==> src/rtl/ss_displayer.sv <==
// Four-digit multiplexed 7-segment driver. Each slot starts with a blank interval,
// then latches that digit's pattern so mid-slot input changes cannot tear the display.
module ss_displayer #(
  parameter int unsigned REFRESH_DIV  = 25000,
  parameter int unsigned BLANK_CYCLES = 250
) (
  input  logic       clk,
  input  logic       rst,
  input  logic [6:0] seg3,
  input  logic [6:0] seg2,
  input  logic [6:0] seg1,
  input  logic [6:0] seg0,
  input  logic [3:0] digit_en,
  input  logic [3:0] dp_en,
  output logic [6:0] seg,
  output logic       dp,
  output logic [3:0] an,
  output logic [1:0] digit_idx,
  output logic       frame_tick
);

  localparam int unsigned CntW = (REFRESH_DIV > 1) ? $clog2(REFRESH_DIV) : 1;
  localparam logic [CntW-1:0] LastCnt  = CntW'(REFRESH_DIV - 1);
  localparam logic [CntW-1:0] LatchCnt = CntW'(BLANK_CYCLES - 1);

  logic [CntW-1:0] tick_cnt_q, tick_cnt_d;
  logic [1:0]      digit_idx_q, digit_idx_d;
  logic [6:0]      seg_q, seg_d;
  logic            dp_q, dp_d;
  logic [3:0]      an_q, an_d;
  logic            frame_tick_q, frame_tick_d;
  logic [6:0]      sel_seg;
  logic            slot_end, slot_latch;

  assign slot_end   = (tick_cnt_q == LastCnt);
  assign slot_latch = (tick_cnt_q == LatchCnt);

  always_comb begin
    sel_seg = seg0;
    unique case (digit_idx_q)
      2'd0: sel_seg = seg0;
      2'd1: sel_seg = seg1;
      2'd2: sel_seg = seg2;
      2'd3: sel_seg = seg3;
      default: sel_seg = seg0;
    endcase
  end

  always_comb begin
    tick_cnt_d   = tick_cnt_q + CntW'(1);
    digit_idx_d  = digit_idx_q;
    seg_d        = seg_q;
    dp_d         = dp_q;
    an_d         = an_q;
    frame_tick_d = 1'b0;
    if (slot_end) begin
      tick_cnt_d   = '0;
      digit_idx_d  = digit_idx_q + 2'd1;
      seg_d        = 7'h7f;
      dp_d         = 1'b1;
      an_d         = 4'b1111;
      // Only the 3->0 wrap marks a frame start, so the first slot after reset stays quiet.
      frame_tick_d = (digit_idx_q == 2'd3);
    end else if (slot_latch) begin
      seg_d = sel_seg;
      dp_d  = ~dp_en[digit_idx_q];
      an_d  = digit_en[digit_idx_q] ? ~(4'b0001 << digit_idx_q) : 4'b1111;
    end
  end

  always_ff @(posedge clk) begin
    if (!rst) begin
      tick_cnt_q   <= '0;
      digit_idx_q  <= 2'd0;
      seg_q        <= 7'h7f;
      dp_q         <= 1'b1;
      an_q         <= 4'b1111;
      frame_tick_q <= 1'b0;
    end else begin
      tick_cnt_q   <= tick_cnt_d;
      digit_idx_q  <= digit_idx_d;
      seg_q        <= seg_d;
      dp_q         <= dp_d;
      an_q         <= an_d;
      frame_tick_q <= frame_tick_d;
    end
  end

  assign seg        = seg_q;
  assign dp         = dp_q;
  assign an         = an_q;
  assign digit_idx  = digit_idx_q;
  assign frame_tick = frame_tick_q;

endmodule

==> config.mk <==
export PLATFORM = sky130hd
export DESIGN_NAME = ss_displayer
export DESIGN_NICKNAME = d
export VERILOG_FILES = /design/src/rtl/ss_displayer.sv
export SDC_FILE = /design/constraint.sdc
export NUM_CORES = 1
export LEC_CHECK = 0
export ABC_AREA = 1
export ABC_CLOCK_PERIOD_IN_PS = 1400
export CAP_MARGIN = 20
export CORE_ASPECT_RATIO = 0.8
export CORE_MARGIN = 5
export CORE_UTILIZATION = 43
export DETAILED_ROUTE_END_ITERATION = 12
export PLACE_DENSITY = 0.76
export SYNTH_ARGS = -nofsm -noshare
export SYNTH_HDL_FRONTEND = slang
export SYNTH_SLANG_ARGS = --single-unit
==> constraint.sdc <==
create_clock -name clk -period 1.4 [get_ports clk]
set_input_delay 0.28 -clock clk [delete_from_list [all_inputs] [get_ports clk]]
set_output_delay 0.28 -clock clk [all_outputs]
set_load 0.005 [all_outputs]
==> Implementation_results.wiki, run 1 <==
{| class="wikitable"
! Metric !! Value
|-
| Area of the die || 5850 um2
|-
| Area share of the leading cell type in the synthesized netlist || 0.316
|-
| Global routing's busiest layer || met2
|-
| I/O pin count || 53
|-
| Dominant cell type by area after synthesis || sky130_fd_sc_hd__dfxtp_1
|-
| Slew margin rel. || 0.801
|-
| Sort of element at the end of the critical path || flop
|-
| Setup slack, reg-to-reg || 0.04 ns
|-
| Endpoint required time on the critical path || 1.57 ns
|-
| CTS Root Cell || sky130_fd_sc_hd__clkbuf_8
|-
| Post-synthesis cell type count || 23
|-
| Number of clock sinks seen by CTS || 30
|-
| Critical path arrival || 1.53 ns
|-
| Worst Max-Slew Pin Slew || 0.299 ns
|-
| Mux cell area share after synthesis || 0
|-
| Worst setup path class || flop to flop
|-
| Top area cells in the synthesized netlist || sky130_fd_sc_hd__dfxtp_1 32%, sky130_fd_sc_hd__nand2_1 23%, sky130_fd_sc_hd__nand3_1 9.7%
|-
| Maxcap violations || 0
|-
| TritonCTS clock tree || yes
|-
| Worst setup path startpoint || digit_idx[1]
|-
| Cell total after placement || 431
|-
| Launch point of the worst hold path || seg[2]
|-
| Placer congestion estimate || 0.933
|-
| Setup repair after global routing missed its margin || yes
|-
| Final HPWL DP || 4530 um
|-
| Met3 Resource Use GR || 0.0404
|-
| Synthesized instance count || 301
|-
| Post-route insts no fill || 442
|-
| Clock latency of the later-clocked register in the worst-skew pair || 0.29 ns
|-
| Maximum number of pins on one net before global-route repair || 14
|-
| Buffer levels on the longest clock path || 2
|-
| First-pass GRT wire length || 9590 um
|-
| Die outline width || 84.3 um
|-
| Net Count, Synth || 345
|-
| Total design power || 0.00195 W
|-
| Vias after detailed routing || 2229
|-
| Dominant combinational cell family by area after synthesis || simple AND/OR/NAND/NOR gates
|-
| Mean instance size in the synthesized netlist || 6.31 um2
|-
| Number of rows created at floorplan || 21
|-
| Area Overhead vs Synth || 57.0%
|-
| Adder-cell share of the synthesized area || 0.0395
|-
| Clock buffers created by TritonCTS || 5
|-
| Worst setup SP type || flop
|-
| Number of setup violations in the final report || 0
|-
| Clock skew || 0.00453 ns
|-
| Number of detailed-routing iterations run before antenna repair || 4
|-
| # hold bufs at CTS || 0
|-
| Average via count per standard cell || 5.04
|-
| Final critical-path share of the clock period || 0.973
|-
| Worst setup timing slack at the placement stage || -0.283 ns
|-
| Max-slew violations || 0
|-
| Overflow left after global routing || 0
|-
| Worst path setup slack after routing || 0.0384 ns
|-
| Maximum vdd drop || 0.494 mV
|-
| Hold Path Depth || 2
|-
| Critical R2R Launch || digit_idx[1]
|-
| Run status || finished, final reports clean
|-
| Core Box Area || 4230 um2
|-
| Critical path peak fanout || 8
|-
| Reg-to-reg critical path endpoint || seg[1]
|-
| Clock slew at reported path FFs || 0.07 ns
|-
| Htree depth || 2
|-
| Overall routed net length || 6170 um
|-
| Number of violations reported at the end of detailed-routing iteration 0 || 170
|-
| Remaining routing DRC violations || 0
|-
| Port Buffer Count || 52
|-
| Number of cell instances on the worst register-to-register path || 9
|-
| Combined area of all synthesized cells || 1900 um2
|-
| Starting Density || 0.449
|-
| Final antenna-violating net count || 0
|-
| Total count of hold-check failures in the final report || 0
|-
| Minimum period implied by the final worst setup slack || 1.36 ns
|-
| Post-synthesis compound-gate area fraction || 0.0264
|-
| Area share of and/or/nand/nor cells after synthesis || 0.535
|-
| GRT Util Overall || 0.202
|-
| Leakage dissipation || 1.26 nW
|-
| Yosys warning total || 0
|-
| Initial antenna violation count || 0
|-
| GR Layer Usage met2 || 0.296
|-
| Instance area after placement || 2660 um2
|-
| Highest clock rate || 734 MHz
|-
| Antenna cells || 0
|-
| Pwr per Cell Area || 652 nW/um2
|-
| Vias in the first global route || 1921
|-
| Global-route track usage on met1 || 0.293
|-
| Sequential area share after synthesis || 0.316
|-
| End point of the worst hold path || seg[2]
|-
| Ratio of cells with drive above 1 in the final layout || 0.296
|-
| Flip-flop and latch count after synthesis || 30
|-
| Area of all placed cells without fillers || 2980 um2
|-
| Vertical die dimension || 69.4 um
|-
| XOR/XNOR share of the synthesized area || 0.00922
|-
| Min-Delay Path Class || flop to flop
|-
| DR WL/cell || 14.0 um
|-
| Final layout net count || 428
|}
critical path, cell delays in order (launching register included):
cell and delay [ns]:
sky130_fd_sc_hd__dfxtp_2 0.33, sky130_fd_sc_hd__buf_4 0.15, sky130_fd_sc_hd__buf_4 0.14, sky130_fd_sc_hd__ha_4 0.19
sky130_fd_sc_hd__nand2_1 0.07, sky130_fd_sc_hd__nand3_1 0.08, sky130_fd_sc_hd__nand2_1 0.08, sky130_fd_sc_hd__nand2_1 0.07
sky130_fd_sc_hd__nand2_2 0.07, sky130_fd_sc_hd__nand3_2 0.06
worst max-delay path by stage:
| stage | endpoint | depth (start not counted) |
|---|---|---|
| after floorplan | seg[0] | 8 |
| after global placement | an[0] | 4 |
| after detailed placement | an[0] | 4 |
| after CTS | seg[5] | 7 |
| after global routing | seg[4] | 9 |
| final | seg[1] | 9 |
cell usage in the layout, fill, tap and decap left out, types with 3 or more instances in the layout:
| cell | Yosys | final |
|---|---|---|
| sky130_fd_sc_hd__nand3b_1 | 3 | 3 |
| sky130_fd_sc_hd__clkdlybuf4s50_1 | 0 | 37 |
| sky130_fd_sc_hd__nand4_1 | 5 | 5 |
| sky130_fd_sc_hd__clkbuf_8 | 0 | 5 |
| sky130_fd_sc_hd__inv_2 | 4 | 6 |
| sky130_fd_sc_hd__dfxtp_1 | 30 | 17 |
| sky130_fd_sc_hd__dfxtp_2 | 0 | 11 |
| sky130_fd_sc_hd__nor2_1 | 32 | 29 |
| sky130_fd_sc_hd__dlygate4sd2_1 | 0 | 14 |
| sky130_fd_sc_hd__a21oi_1 | 8 | 8 |
| sky130_fd_sc_hd__nor2_4 | 3 | 8 |
| sky130_fd_sc_hd__nand2_1 | 118 | 107 |
| sky130_fd_sc_hd__nor2_2 | 7 | 6 |
| sky130_fd_sc_hd__nand2_2 | 4 | 14 |
| sky130_fd_sc_hd__nand3_2 | 10 | 17 |
| sky130_fd_sc_hd__nand3_1 | 37 | 29 |
| sky130_fd_sc_hd__ha_4 | 0 | 4 |
| sky130_fd_sc_hd__inv_1 | 19 | 16 |
| sky130_fd_sc_hd__buf_4 | 1 | 29 |
per-layer routing:
metal / up-vias / wire [um]
met5: - / 0
met4: 0 / 82
met3: 8 / 435
met2: 69 / 2730
met1: 1030 / 2910
li1: 1122 / -
report_power, final:
group | switching [W] | internal, W | total (W) | leakage [nW]
clock | 0.000348 | 0.000523 | 0.000871 | 0.0579
combinational | 0.0000740 | 0.000132 | 0.000206 | 0.958
sequential | 0.00000921 | 0.000859 | 0.000868 | 0.247
total | 0.000431 | 0.00151 | 0.00195 | 1.26
cells by family after synthesis:
logic type	after synthesis
AND/OR/NAND/NOR	221
flip-flops	30
adder cells (fa/ha/maj)	6
XOR/XNOR	2
AO/OA/AOI/OAI	10
buffers and inverters	32
sequential cells by signal (all words and copies together) (netlist names):
| name | count |
|---|---|
| dp | 1 |
| seg | 7 |
| frame_tick | 1 |
| tick_cnt_q | 15 |
| digit_idx | 2 |
| an | 4 |
synthesized netlist by cell type:
| cell | count |
|---|---|
| sky130_fd_sc_hd__a21oi_1 | 8 |
| sky130_fd_sc_hd__buf_1 | 1 |
| sky130_fd_sc_hd__buf_2 | 1 |
| sky130_fd_sc_hd__buf_4 | 1 |
| sky130_fd_sc_hd__buf_6 | 2 |
| sky130_fd_sc_hd__clkbuf_1 | 4 |
| sky130_fd_sc_hd__dfxtp_1 | 30 |
| sky130_fd_sc_hd__ha_1 | 6 |
| sky130_fd_sc_hd__inv_1 | 19 |
| sky130_fd_sc_hd__inv_2 | 4 |
| sky130_fd_sc_hd__nand2_1 | 118 |
| sky130_fd_sc_hd__nand2_2 | 4 |
| sky130_fd_sc_hd__nand3_1 | 37 |
| sky130_fd_sc_hd__nand3_2 | 10 |
| sky130_fd_sc_hd__nand3b_1 | 3 |
| sky130_fd_sc_hd__nand4_1 | 5 |
| sky130_fd_sc_hd__nor2_1 | 32 |
| sky130_fd_sc_hd__nor2_2 | 7 |
| sky130_fd_sc_hd__nor2_4 | 3 |
| sky130_fd_sc_hd__nor3_1 | 1 |
| sky130_fd_sc_hd__o21ai_0 | 2 |
| sky130_fd_sc_hd__or2_2 | 1 |
| sky130_fd_sc_hd__xnor2_1 | 2 |
through the flow:
step,hold WS (ns),util,TNS [ns]
3_3_place_gp,0.458,0.630,-2.93
6_report,0.470,0.705,0
4_1_cts,0.476,0.664,0
2_1_floorplan,0.444,-,0
3_5_place_dp,0.464,0.630,-3.38
5_1_grt,0.499,0.705,-0.134
final cells by class:
cell class / instances / area, um2
flip-flops and latches: 30 / 622
repair buffers: 83 / 746
clock inverters: 3 / 40.0
well taps: 57 / 71.3
inverters: 23 / 90.1
clock buffers: 5 / 68.8
fillers: 358 / 1250
multi-input cells: 241 / 1340
repair_timing:
action                                  in CTS  in global routing
resized for setup                           27                 48
buffers inserted                             1                  0
pin swaps                                    1                  9
cloned                                       0                  2
endpoints found under the setup margin      40                 30
Power figures use the tool's default switching activity.
==> inputs of run 2 (changes only) <==
--- a/config.mk
+++ b/config.mk
@@ -10,9 +10,10 @@
 export CAP_MARGIN = 20
 export CORE_ASPECT_RATIO = 0.8
 export CORE_MARGIN = 5
-export CORE_UTILIZATION = 43
+export CORE_UTILIZATION = 35
 export DETAILED_ROUTE_END_ITERATION = 12
-export PLACE_DENSITY = 0.76
+export GPL_ROUTABILITY_DRIVEN = 1
+export GPL_TIMING_DRIVEN = 0
 export SYNTH_ARGS = -nofsm -noshare
 export SYNTH_HDL_FRONTEND = slang
 export SYNTH_SLANG_ARGS = --single-unit
==> run 2 against run 1 <==
Net effect: clock skew hardly changed; cell count fell by 2.5%; register-to-register slack hardly changed; via count fell by 10%; sequential cell count did not move; core utilization decreased by 18 points; largest cell class unchanged; highest routed layer unchanged.
==> Implementation_results.wiki, run 2 (synthesis results as in run 1) <==
{| class="wikitable"
! Metric !! Value
|-
| Run status || finished, final reports clean
|-
| Max-slew violations || 0
|-
| Worst Max-Slew Pin Slew || 0.408 ns
|-
| GRT Util Overall || 0.149
|-
| Clock latency of the later-clocked register in the worst-skew pair || 0.27 ns
|-
| Worst setup SP type || flop
|-
| Total count of hold-check failures in the final report || 0
|-
| First-pass GRT wire length || 8360 um
|-
| Number of buffer and inverter stages on the critical path || 1
|-
| Clock buffers created by TritonCTS || 5
|-
| Critical-path top delay cell || sky130_fd_sc_hd__clkdlybuf4s50_1
|-
| Internal Power || 0.00138 W
|-
| Overall routed net length || 5320 um
|-
| Worst setup timing slack at the placement stage || -0.267 ns
|-
| Cell total after placement || 417
|-
| Ratio of cells with drive above 1 in the final layout || 0.199
|-
| Core Box Area || 5350 um2
|-
| Psw || 0.000403 W
|-
| Minimum period implied by the final worst setup slack || 1.37 ns
|-
| Hold Path Depth || 3
|-
| Maximum vdd drop || 0.398 mV
|-
| Most common cell after layout, fill and taps aside || sky130_fd_sc_hd__nand2_1
|-
| Antenna cells || 0
|-
| Number of rows created at floorplan || 24
|-
| Highest clock rate || 728 MHz
|-
| Average via count per standard cell || 4.64
|-
| Clock slew at reported path FFs || 0.07 ns
|-
| Final critical-path share of the clock period || 0.982
|-
| Final layout net count || 409
|-
| Number of setup violations in the final report || 0
|-
| Max incr delay on CP || 0.50 ns
|-
| Largest register by flop count || tick_cnt_q
|-
| Worst setup path class || flop to output port
|-
| Min-Delay Path Class || input pin to flop
|-
| Final antenna-violating net count || 0
|-
| Critical path arrival || 1.09 ns
|-
| Worst path setup slack after routing || 0.0256 ns
|-
| Family with the most delay on the worst path || buffers and inverters
|-
| Worst hold slack || 0.416 ns
|-
| Number of detailed-routing iterations run before antenna repair || 4
|-
| Setup repair after global routing missed its margin || yes
|-
| Number of clock sinks seen by CTS || 30
|-
| Maximum number of pins on one net before global-route repair || 11
|-
| Pwr per Cell Area || 638 nW/um2
|-
| Starting Density || 0.355
|-
| Clock skew || 0.00487 ns
|-
| Critical Path, Cell by Cell || clkdlybuf4s50_1
|-
| Vertical die dimension || 75.9 um
|-
| Sequential share of power || 0.488
|-
| Vias in the first global route || 1715
|-
| I/O pin count || 53
|-
| Stages on worst setup path || 1
|-
| Post-route insts no fill || 431
|-
| Die outline width || 92.4 um
|-
| DR WL/cell || 12.3 um
|-
| Overflow left after global routing || 0
|-
| Flip-flop count of the largest register after layout || 15
|-
| Sort of element at the end of the critical path || output port
|-
| TritonCTS clock tree || yes
|-
| Total design power || 0.00178 W
|-
| Final setup TNS || 0 ns
|-
| Number of cell instances on the worst register-to-register path || 7
|-
| Switching power share of the total || 0.226
|-
| Final HPWL DP || 4210 um
|-
| Maxcap violations || 0
|-
| CTS Root Cell || sky130_fd_sc_hd__clkbuf_8
|-
| Most frequent cells in the layout || 115 x sky130_fd_sc_hd__nand2_1, 38 x sky130_fd_sc_hd__clkdlybuf4s50_1, 35 x sky130_fd_sc_hd__nand3_1
|-
| Buffer levels on the longest clock path || 2
|-
| Part of the total power dissipated in combinational logic || 0.104
|-
| Port Buffer Count || 51
|-
| Clk network pwr share || 0.408
|-
| Remaining routing DRC violations || 0
|-
| Number of violations reported at the end of detailed-routing iteration 0 || 92
|-
| Endpoint required time on the critical path || 1.12 ns
|-
| Initial antenna violation count || 0
|-
| Area of the die || 7010 um2
|-
| Vias after detailed routing || 1999
|-
| Leakage dissipation || 1.14 nW
|-
| Critical path peak fanout || 2
|-
| Placer congestion estimate || 0.828
|-
| Slew margin rel. || 0.728
|-
| Area Overhead vs Synth || 47.0%
|-
| Htree depth || 2
|}
-- run 2: cell types whose count changed in the layout (fill, tap and decap cells not counted), sizes merged, moves of 2 or more --
cell	before	now
dlygate4sd2	14	8
buf	31	14
clkbuf	5	7
dlymetal6s2s	1	5
-- run 2: metal layers --
metal | vias up | track usage | part of all wire
met3 | 2 | 0.0306 | 0.031
li1 | 1076 | - | -
met4 | 0 | 0.0297 | 0.0047
met5 | - | 0 | 0
met2 | 31 | 0.199 | 0.41
met1 | 890 | 0.239 | 0.55
-- run 2: worst paths after layout --
path / start / slack [ns] / endpoint
hold reg to reg: tick_cnt_q[0] / 0.46 / tick_cnt_q[0]
setup reg to reg: tick_cnt_q[0] / 0.05 / seg[0]
hold / removal: rst / 0.42 / tick_cnt_q[10]
setup / recovery: seg[6] / 0.03 / seg[6]
-- run 2: area by class of cell --
| class | instances | area, um2 |
|---|---|---|
| buffer | 5 | 48.8 |
| clock buffer | 6 | 82.6 |
| clock inverter | 2 | 12.5 |
| fill | 571 | 2550 |
| inverter | 23 | 90.1 |
| multi-input combinational | 239 | 1250 |
| sequential | 30 | 622 |
| tap | 65 | 81.3 |
| timing repair buffer | 61 | 606 |
-- run 2: stage by stage --
step                      cell area (um2)  utilization
after global routing                 2790        0.522
after floorplan                      1900            -
final                                2790        0.522
after CTS                            2640        0.494
after detailed placement             2490        0.466
after global placement               2490        0.466
-- run 2: what timing repair did --
action                     4_1_cts  5_1_grt
resized for setup               22       27
setup buffers                    2        7
pin swaps                        1        4
cloned                           0        1
setup endpoints to repair       34       30
hold buffers                     0        0
-- run 2: power groups by stage --
stage | clock network, W | registers, W | logic [W]
finish | 0.000726 | 0.000869 | 0.000185
global route | 0.000803 | 0.000870 | 0.000202
CTS | 0.000744 | 0.000869 | 0.000174
detailed placement | 0 | 0.000889 | 0.000170
global placement | 0 | 0.000889 | 0.000168
floorplan | 0 | 0.000887 | 0.0000577
==> inputs of run 3 (changes only) <==
--- a/config.mk
+++ b/config.mk
@@ -14,6 +14,7 @@
 export DETAILED_ROUTE_END_ITERATION = 12
 export GPL_ROUTABILITY_DRIVEN = 1
 export GPL_TIMING_DRIVEN = 0
+export SKIP_LAST_GASP = 1
 export SYNTH_ARGS = -nofsm -noshare
 export SYNTH_HDL_FRONTEND = slang
 export SYNTH_SLANG_ARGS = --single-unit
==> run 3 against run 2 <==
Net effect: first-iteration DRC count fell by 17%; critical path type unchanged; critical endpoint unchanged; core utilization increased by 0.094 points; clock-buffer cell count unchanged.
==> Implementation_results.wiki, run 3 (synthesis results as in run 1) <==
{| class="wikitable"
! Metric !! Value
|-
| Core Box Area || 5350 um2
|-
| Highest clock rate || 728 MHz
|-
| Die outline width || 92.4 um
|-
| Number of setup violations in the final report || 0
|-
| Overall routed net length || 5360 um
|-
| DR WL/cell || 12.4 um
|-
| Hold Path Depth || 3
|-
| Critical path arrival || 1.09 ns
|-
| Endpoint required time on the critical path || 1.12 ns
|-
| Worst setup path class || flop to output port
|-
| Worst path setup slack after routing || 0.0260 ns
|-
| Area of the die || 7010 um2
|-
| Area Overhead vs Synth || 47.2%
|-
| TritonCTS clock tree || yes
|-
| Pwr per Cell Area || 636 nW/um2
|-
| Initial antenna violation count || 0
|-
| Vias in the first global route || 1713
|-
| Antenna cells || 0
|-
| Number of buffer and inverter stages on the critical path || 1
|-
| Worst setup timing slack at the placement stage || -0.267 ns
|-
| Final setup TNS || 0 ns
|-
| First-pass GRT wire length || 8360 um
|-
| Max-slew violations || 0
|-
| Number of detailed-routing iterations run before antenna repair || 4
|-
| Number of clock sinks seen by CTS || 30
|-
| Slew margin rel. || 0.724
|-
| Final HPWL DP || 4210 um
|-
| Total count of hold-check failures in the final report || 0
|-
| Cell total after placement || 417
|-
| End point of the worst hold path || tick_cnt_q[10]
|-
| Flip-flop count of the largest register after layout || 15
|-
| Clock skew || 0.00481 ns
|-
| Overflow left after global routing || 0
|-
| Critical Path, Cell by Cell || clkdlybuf4s50_1
|-
| Critical R2R Launch || tick_cnt_q[0]
|-
| Vertical die dimension || 75.9 um
|-
| Clock slew at reported path FFs || 0.07 ns
|-
| Maximum number of pins on one net before global-route repair || 11
|-
| Clock buffers created by TritonCTS || 5
|-
| Number of rows created at floorplan || 24
|-
| Maximum vdd drop || 0.397 mV
|-
| Htree depth || 2
|-
| Worst setup SP type || flop
|-
| Port Buffer Count || 51
|-
| Ratio of cells with drive above 1 in the final layout || 0.202
|-
| Largest register by flop count || tick_cnt_q
|-
| Critical path peak fanout || 2
|-
| I/O pin count || 53
|-
| Placer congestion estimate || 0.828
|-
| Vias after detailed routing || 2027
|-
| Max incr delay on CP || 0.50 ns
|-
| Average via count per standard cell || 4.70
|-
| Critical-path top delay cell || sky130_fd_sc_hd__clkdlybuf4s50_1
|-
| Reg-to-reg critical path endpoint || seg[0]
|-
| Clock latency of the later-clocked register in the worst-skew pair || 0.27 ns
|-
| CTS Root Cell || sky130_fd_sc_hd__clkbuf_8
|-
| Min-Delay Path Class || input pin to flop
|-
| Most frequent cells in the layout || 115 x sky130_fd_sc_hd__nand2_1, 38 x sky130_fd_sc_hd__clkdlybuf4s50_1, 34 x sky130_fd_sc_hd__nand3_1
|-
| Minimum period implied by the final worst setup slack || 1.37 ns
|-
| Most common cell after layout, fill and taps aside || sky130_fd_sc_hd__nand2_1
|-
| Number of cell instances on the worst register-to-register path || 7
|-
| Starting Density || 0.355
|-
| Number of violations reported at the end of detailed-routing iteration 0 || 76
|-
| Setup slack, reg-to-reg || 0.05 ns
|-
| GRT Util Overall || 0.149
|-
| Sort of element at the end of the critical path || output port
|-
| Setup repair after global routing missed its margin || yes
|-
| Final antenna-violating net count || 0
|-
| # hold bufs at CTS || 0
|-
| Family with the most delay on the worst path || buffers and inverters
|-
| Remaining routing DRC violations || 0
|-
| Worst Max-Slew Pin Slew || 0.415 ns
|-
| Buffer levels on the longest clock path || 2
|-
| Run status || finished, final reports clean
|-
| Maxcap violations || 0
|-
| Launch point of the worst hold path || rst
|-
| Final critical-path share of the clock period || 0.981
|-
| Final layout net count || 409
|-
| Post-route insts no fill || 431
|-
| Leakage dissipation || 1.15 nW
|}
-- run 3: changes by cell type in the layout (fill, tap and decap cells not counted) --
cell / before / now
sky130_fd_sc_hd__nand3_2: 12 / 13
sky130_fd_sc_hd__nand3_1: 35 / 34
-- run 3: worst max-delay path by stage --
stage	startpoint	endpoint	slack, ns	cells after the start
3_5_place_dp	digit_idx[0]	seg[2]	-0.27	8
4_1_cts	digit_idx[0]	seg[1]	-0.03	8
3_3_place_gp	digit_idx[0]	seg[2]	-0.25	8
6_report	seg[6]	seg[6]	0.03	1
2_1_floorplan	digit_idx[0]	seg[0]	0.01	8
5_1_grt	digit_idx[0]	seg[1]	-0.03	8
-- run 3: layout make-up --
type	count	area, um2
flip-flops and latches	30	622
fillers	571	2550
inverters	23	90.1
plain buffers	5	48.8
multi-input cells	239	1250
clock buffers	6	82.6
clock inverters	2	12.5
repair buffers	61	606
well taps	65	81.3
-- run 3: repair_timing --
action / 4_1_cts / 5_1_grt
gates resized for setup: 20 / 30
cloned: 0 / 1
hold endpoints to repair: 0 / 0
buffers inserted: 2 / 7
pin swaps: 1 / 4
setup endpoints to repair: 34 / 29
-- run 3: metal layers --
metal | vias up | share of wire | GRT usage | routed length [um]
met5 | - | 0 | 0 | 0
met4 | 0 | 0.0071 | 0.0297 | 38
met3 | 4 | 0.032 | 0.0306 | 174
met2 | 40 | 0.41 | 0.199 | 2210
met1 | 905 | 0.55 | 0.240 | 2940
li1 | 1078 | - | - | -
-- run 3: per-stage QoR --
| step | hold WS, ns | utilization | power [W] | cell area (um2) |
|---|---|---|---|---|
| after floorplan | 0.444 | - | 0.000945 | 1900 |
| after global placement | 0.457 | 0.466 | 0.00106 | 2490 |
| after detailed placement | 0.459 | 0.466 | 0.00106 | 2490 |
| after CTS | 0.408 | 0.492 | 0.00179 | 2630 |
| after global routing | 0.432 | 0.523 | 0.00187 | 2800 |
| final | 0.421 | 0.523 | 0.00178 | 2800 |
-- run 3: report_power, final --
| part | leakage (nW) | total, W | internal (W) | switching (W) |
|---|---|---|---|---|
| Sequential | 0.248 | 0.000869 | 0.000857 | 0.0000125 |
| Combinational | 0.854 | 0.000185 | 0.000126 | 0.0000593 |
| Clock | 0.0472 | 0.000725 | 0.000395 | 0.000330 |
